--- src/rtl/manchester_pkg.sv ---
`default_nettype none
// +-------------------------------------------------------------------+
// | manchester_pkg : shared types and helpers for the Manchester TX    |
// | Rev 1.0                                                            |
// +-------------------------------------------------------------------+
package manchester_pkg;

  typedef enum logic [1:0] {
    IDLE = 2'd0,
    PRE  = 2'd1,
    DATA = 2'd2,
    GAP  = 2'd3
  } mtx_state_t;

  localparam logic PREAMBLE_FIRST = 1'b1;

  // Bit 1 is sent high-then-low, bit 0 low-then-high.
  function automatic logic manchester_level(input logic bit_i, input logic half_i);
    return bit_i ^ half_i;
  endfunction

endpackage
`default_nettype wire

--- src/rtl/manchester_bit_timer.sv ---
`default_nettype none
// +-------------------------------------------------------------------+
// | manchester_bit_timer : half-bit sequencer, emits bit_tick on the   |
// | final cycle of each bit. Rev 1.0                                   |
// +-------------------------------------------------------------------+
module manchester_bit_timer #(
  parameter int CLKS_PER_HALF = 2
) (
  input  logic clk,
  input  logic rst,
  input  logic en_i,
  input  logic clear_i,
  output logic half_o,
  output logic bit_tick_o
);

  localparam int c_CW = (CLKS_PER_HALF > 1) ? $clog2(CLKS_PER_HALF) : 1;
  localparam logic [c_CW-1:0] c_LAST = c_CW'(CLKS_PER_HALF - 1);

  logic [c_CW-1:0] half_cnt_q, half_cnt_d;
  logic            half_q, half_d;
  logic            w_wrap;

  assign w_wrap     = en_i && (half_cnt_q == c_LAST);
  assign bit_tick_o = w_wrap && half_q;
  assign half_o     = half_q;

  always_comb begin
    half_cnt_d = half_cnt_q;
    half_d     = half_q;
    if (clear_i) begin
      half_cnt_d = '0;
      half_d     = 1'b0;
    end else if (en_i) begin
      if (w_wrap) begin
        half_cnt_d = '0;
        half_d     = ~half_q;
      end else begin
        half_cnt_d = half_cnt_q + c_CW'(1);
      end
    end
  end

  always_ff @(posedge clk or posedge rst) begin
    if (rst) begin
      half_cnt_q <= '0;
      half_q     <= 1'b0;
    end else begin
      half_cnt_q <= half_cnt_d;
      half_q     <= half_d;
    end
  end

endmodule
`default_nettype wire

--- src/rtl/manchester_tx_ctrl.sv ---
`default_nettype none
// +-------------------------------------------------------------------+
// | manchester_tx_ctrl : frames words as preamble + MSB-first data +   |
// | idle gap and drives NRZ and Manchester line outputs. Rev 1.0       |
// +-------------------------------------------------------------------+
module manchester_tx_ctrl
  import manchester_pkg::*;
#(
  parameter int   DATA_W        = 8,
  parameter int   PREAMBLE_LEN  = 4,
  parameter int   CLKS_PER_HALF = 2,
  parameter logic IDLE_LEVEL    = 1'b0
) (
  input  logic              clk,
  input  logic              rst,
  input  logic [DATA_W-1:0] tx_data_i,
  input  logic              tx_valid_i,
  output logic              tx_ready_o,
  output logic              nrz_bit_o,
  output logic              half_o,
  output logic              line_out_o,
  output logic              line_oe_o,
  output logic              busy_o,
  output logic              frame_done_o
);

  localparam int c_MAXB = (PREAMBLE_LEN > DATA_W) ? PREAMBLE_LEN : DATA_W;
  localparam int c_BW   = $clog2(c_MAXB + 1);
  localparam logic [c_BW-1:0] c_PRE_LAST  = c_BW'(PREAMBLE_LEN - 1);
  localparam logic [c_BW-1:0] c_DATA_LAST = c_BW'(DATA_W - 1);

  mtx_state_t        state_q;
  logic [c_BW-1:0]   bit_cnt_q;
  logic [DATA_W-1:0] shreg_q;

  logic w_half, w_bit_tick, w_sending, w_nrz;

  // Timer is held cleared in IDLE so every frame starts on a fresh first half.
  manchester_bit_timer #(
    .CLKS_PER_HALF(CLKS_PER_HALF)
  ) u_timer (
    .clk       (clk),
    .rst       (rst),
    .en_i      (state_q != IDLE),
    .clear_i   (state_q == IDLE),
    .half_o    (w_half),
    .bit_tick_o(w_bit_tick)
  );

  always_ff @(posedge clk or posedge rst) begin
    if (rst) begin
      state_q   <= IDLE;
      bit_cnt_q <= '0;
      shreg_q   <= '0;
    end else begin
      case (state_q)
        IDLE: begin
          if (tx_valid_i) begin
            shreg_q   <= tx_data_i;
            bit_cnt_q <= '0;
            state_q   <= PRE;
          end
        end
        PRE: begin
          if (w_bit_tick) begin
            if (bit_cnt_q == c_PRE_LAST) begin
              bit_cnt_q <= '0;
              state_q   <= DATA;
            end else begin
              bit_cnt_q <= bit_cnt_q + c_BW'(1);
            end
          end
        end
        DATA: begin
          if (w_bit_tick) begin
            shreg_q <= shreg_q << 1;
            if (bit_cnt_q == c_DATA_LAST) begin
              bit_cnt_q <= '0;
              state_q   <= GAP;
            end else begin
              bit_cnt_q <= bit_cnt_q + c_BW'(1);
            end
          end
        end
        GAP: begin
          if (w_bit_tick) begin
            state_q <= IDLE;
          end
        end
        default: begin
          state_q   <= IDLE;
          bit_cnt_q <= '0;
        end
      endcase
    end
  end

  assign w_sending = (state_q == PRE) || (state_q == DATA);
  assign w_nrz     = (state_q == PRE) ? (PREAMBLE_FIRST ^ bit_cnt_q[0])
                                      : shreg_q[DATA_W-1];

  assign tx_ready_o   = (state_q == IDLE);
  assign busy_o       = (state_q != IDLE);
  assign line_oe_o    = (state_q != IDLE);
  assign nrz_bit_o    = w_sending & w_nrz;
  assign half_o       = w_sending & w_half;
  assign line_out_o   = w_sending ? manchester_level(w_nrz, w_half) : IDLE_LEVEL;
  assign frame_done_o = (state_q == GAP) && w_bit_tick;

endmodule
`default_nettype wire
--- config.mk ---
export PLATFORM = sky130hd
export DESIGN_NAME = manchester_tx_ctrl
export DESIGN_NICKNAME = d
export VERILOG_FILES = /design/src/rtl/manchester_pkg.sv /design/src/rtl/manchester_bit_timer.sv /design/src/rtl/manchester_tx_ctrl.sv
export SDC_FILE = /design/constraint.sdc
export NUM_CORES = 1
export LEC_CHECK = 0
export CAP_MARGIN = 20
export CORE_MARGIN = 2
export CORE_UTILIZATION = 55
export CTS_BUF_LIST = sky130_fd_sc_hd__clkbuf_4
export DETAILED_ROUTE_END_ITERATION = 7
export GPL_TIMING_DRIVEN = 0
export PLACE_DENSITY_LB_ADDON = 0.08
export SLEW_MARGIN = 15
export SYNTH_ARGS = -nofsm -noshare
export SYNTH_HDL_FRONTEND = slang
export SYNTH_SLANG_ARGS = --single-unit
--- constraint.sdc ---
create_clock -name clk -period 3.4 [get_ports clk]
set_input_delay 0.34 -clock clk [delete_from_list [all_inputs] [get_ports clk]]
set_output_delay 0.34 -clock clk [all_outputs]
set_load 0.02 [all_outputs]
==> results.sh <==
export IMPL_ys_seq_elements=16
export IMPL_die_x_um=45.3
export IMPL_worst_path_stages=6
export IMPL_crit_fanout=6
export IMPL_clk_latency_ns=0.28
export IMPL_dr_wl_met3_um=56
export IMPL_leakage_nw=0.526
export IMPL_max_freq_mhz=401
export IMPL_finalMaxSlewViolations=0
export IMPL_r2r_slack_ns=1.33
export IMPL_avgViaCountPerCell=5.60
export IMPL_seq_area_frac_synth_pct=42.7
export IMPL_port_buffers=17
export IMPL_ys_async_sr_fraction_pct=100
export IMPL_drtPass1Iterations=4
export IMPL_setup_tns_final_ns=0
export IMPL_die_area_sq_um=2050
export IMPL_grt_overflow=0
export IMPL_rsz0062_at_grt="no"
export IMPL_cts_tree="done"
export IMPL_tightest_slew_ns=0.612
export IMPL_nets=135
export IMPL_dp_hpwl_um=1320
export IMPL_initial_utilization_pct=60.1
export IMPL_cts_resized=0
export IMPL_synthTopCellsByArea="dfrtp_1 43%, mux2i_1 12%, ha_1 8.0%, a21oi_1 4.8%, nor2_1 4.8%"
export IMPL_grt_pass1_vias=713
export IMPL_synth_top_area_share_pct=42.7
export IMPL_drtAntennaViolNets=0
export IMPL_clkTransAtPathRegs_ns=0.10
export IMPL_wire_per_inst_um=12.6
export IMPL_postCtsSetupRepairBufs=0
export IMPL_crit_type="flip-flop to output port"
export IMPL_final_hold_viol_count=0
export IMPL_synth_xor_area_share_pct=1.87
export IMPL_drive_gt1_share_pct=6.84
export IMPL_drt_iter0_drc=10
export IMPL_syn_nets=113
export IMPL_ctsLongestPathBuffers=2
export IMPL_yosysWarnings=0
export IMPL_drc=0
export IMPL_ir_drop_mv=0.525
export IMPL_reg2reg_depth=6
export IMPL_slowest_delay_ns=0.60
export IMPL_cp_slowest_cell="clkdlybuf4s50_1"
export IMPL_syn2layout_area_growth_pct=23.1
export IMPL_wl_um=1680
export IMPL_die_height_um=45.3
export IMPL_synth_top_family_by_area="simple AND/OR/NAND/NOR gates"
export IMPL_grt_usage_pct=19.3
export IMPL_synthTopCellsByCount="16 x dfrtp_1, 12 x nor2_1, 11 x mux2i_1"
export IMPL_required_ns=3.06
export IMPL_yosys_area_top_type="dfrtp_1"
export IMPL_status="finished clean"
export IMPL_grt_pass1_wl_um=2850
export IMPL_period_minus_slack_ns=2.50
export IMPL_clkSinkCount=16
export IMPL_core_area_sq_um=1560
export IMPL_syn_area_per_cell_sq_um=9.76
export IMPL_layout_worst_path_cycle_share_pct=73.4
export IMPL_crit_chain="inv_1 -> ha_1 -> mux2i_1 -> xnor2_1 -> nor2_1 -> clkdlybuf4s50_1"
export IMPL_critPathCaptureType="output port"
export IMPL_start_kind="flip-flop"
export IMPL_root_buffer="clkbuf_4"
export IMPL_n_fill_cell=120
export IMPL_synth_edf_count=0
export IMPL_synthMostInstantiatedCell="dfrtp_1"
export IMPL_numCtsBuffers=3
export IMPL_gp_congestion=0.861
export IMPL_syn_area_sq_um=937
export IMPL_maxCapViolations=0
export IMPL_grt_max_degree=17
export IMPL_row_count=14
export IMPL_finalPower_mw=1.11
export IMPL_boundaryPins=18
export IMPL_ys_types=29
export IMPL_antenna_found_initial=0
export IMPL_syn_inst=96
export IMPL_wl_met1_um=729
export IMPL_synth_main_ff_cell="dfrtp_1"
export IMPL_top_layer_used="met4"
export IMPL_synth_mux_area_share_pct=11.7
export IMPL_worstPathArrival_ns=2.16
export IMPL_hold_ws_ns=0.407
export IMPL_vias=745
export IMPL_synth_compound_area_share_pct=12.8
export IMPL_antenna_cells=0
export IMPL_finalSetupViolCount=0
export IMPL_ctsHoldBuffers=0
export IMPL_max_slew_margin_pct=59.2
export IMPL_clock_skew_ns=0.00495
export IMPL_crit_family="buffers and inverters"
export IMPL_synth_fa_ha_area_share_pct=8.01
export IMPL_htree_num_levels=1
export IMPL_min_path_type="input port to asynchronous set/reset pin"
export IMPL_yosys_area_share_simple_pct=17.5
export IMPL_crit_buf_inv=2
export IMPL_power_density_nw_per_um2=964
export IMPL_route_met2_wl_um=886
-- per-layer routing --
layer,up-vias,global-route usage [%]
li1,371,-
met1,349,23.1
met3,2,2.40
met4,0,10.6
met5,-,0
met2,23,33.1
-- where the power goes --
part / total [mW] / internal, mW / switching (mW)
combinational: 0.676 / 0.319 / 0.357
clock: 0.102 / 0.0426 / 0.0590
sequential: 0.335 / 0.268 / 0.0664
total: 1.11 / 0.630 / 0.482
-- flip-flops by register name, summed over array words and instances, names as in the netlist --
name and count:
state_q 2, u_timer.half_o 1, bit_cnt_q 4, shreg_q 8
u_timer.half_cnt_q 1
-- cell families (layout without fill, tap and decap cells) --
logic type | count (synthesis) | after routing
multiplexers | 11 | 11
buffers and inverters | 12 | 33
adder cells (fa/ha/maj) | 6 | 6
flip-flops | 16 | 16
XOR/XNOR | 2 | 2
AO/OA/AOI/OAI | 19 | 19
AND/OR/NAND/NOR | 30 | 30
-- through the flow --
step	utilization (%)	std cells	setup WS, ns	cell area (sq um)
global route	74.0	133	0.768	1150
CTS	74.0	133	0.880	1150
finish	74.0	133	0.903	1150
global placement	72.3	129	1.22	1130
detailed placement	72.3	129	1.20	1130
floorplan	-	96	1.43	937
-- path summary, 6_finish.rpt --
path | startpoint | endpoint
worst max-delay path | state_q[1] | line_out_o
worst min-delay path | rst | shreg_q[4]
worst max register to register | state_q[0] | bit_cnt_q[3]
worst min register to register | u_timer.half_cnt_q | u_timer.half_cnt_q
max in group asynchronous | rst | state_q[0]
min in group clk | u_timer.half_cnt_q | u_timer.half_cnt_q
-- area by class of cell --
| cell class | count | area (sq um) | area share, % |
|---|---|---|---|
| tap | 16 | 20.0 | 1.74 |
| clock inverter | 1 | 3.75 | 0.325 |
| sequential | 16 | 400 | 34.7 |
| buffer | 3 | 16.3 | 1.41 |
| multi-input combinational | 68 | 487 | 42.2 |
| clock buffer | 3 | 22.5 | 1.95 |
| inverter | 9 | 33.8 | 2.93 |
| timing repair buffer | 17 | 170 | 14.8 |
-- cells in the final DEF, fill, tap and decap left out, drive strengths merged, types with 4 or more instances in the layout --
master | Yosys | layout
clkdlybuf4s50 | 0 | 17
dfrtp | 16 | 16
nor2 | 12 | 12
mux2i | 11 | 11
inv | 9 | 9
a21oi | 9 | 9
ha | 6 | 6
nand2 | 4 | 4
Power figures use the tool's default switching activity.
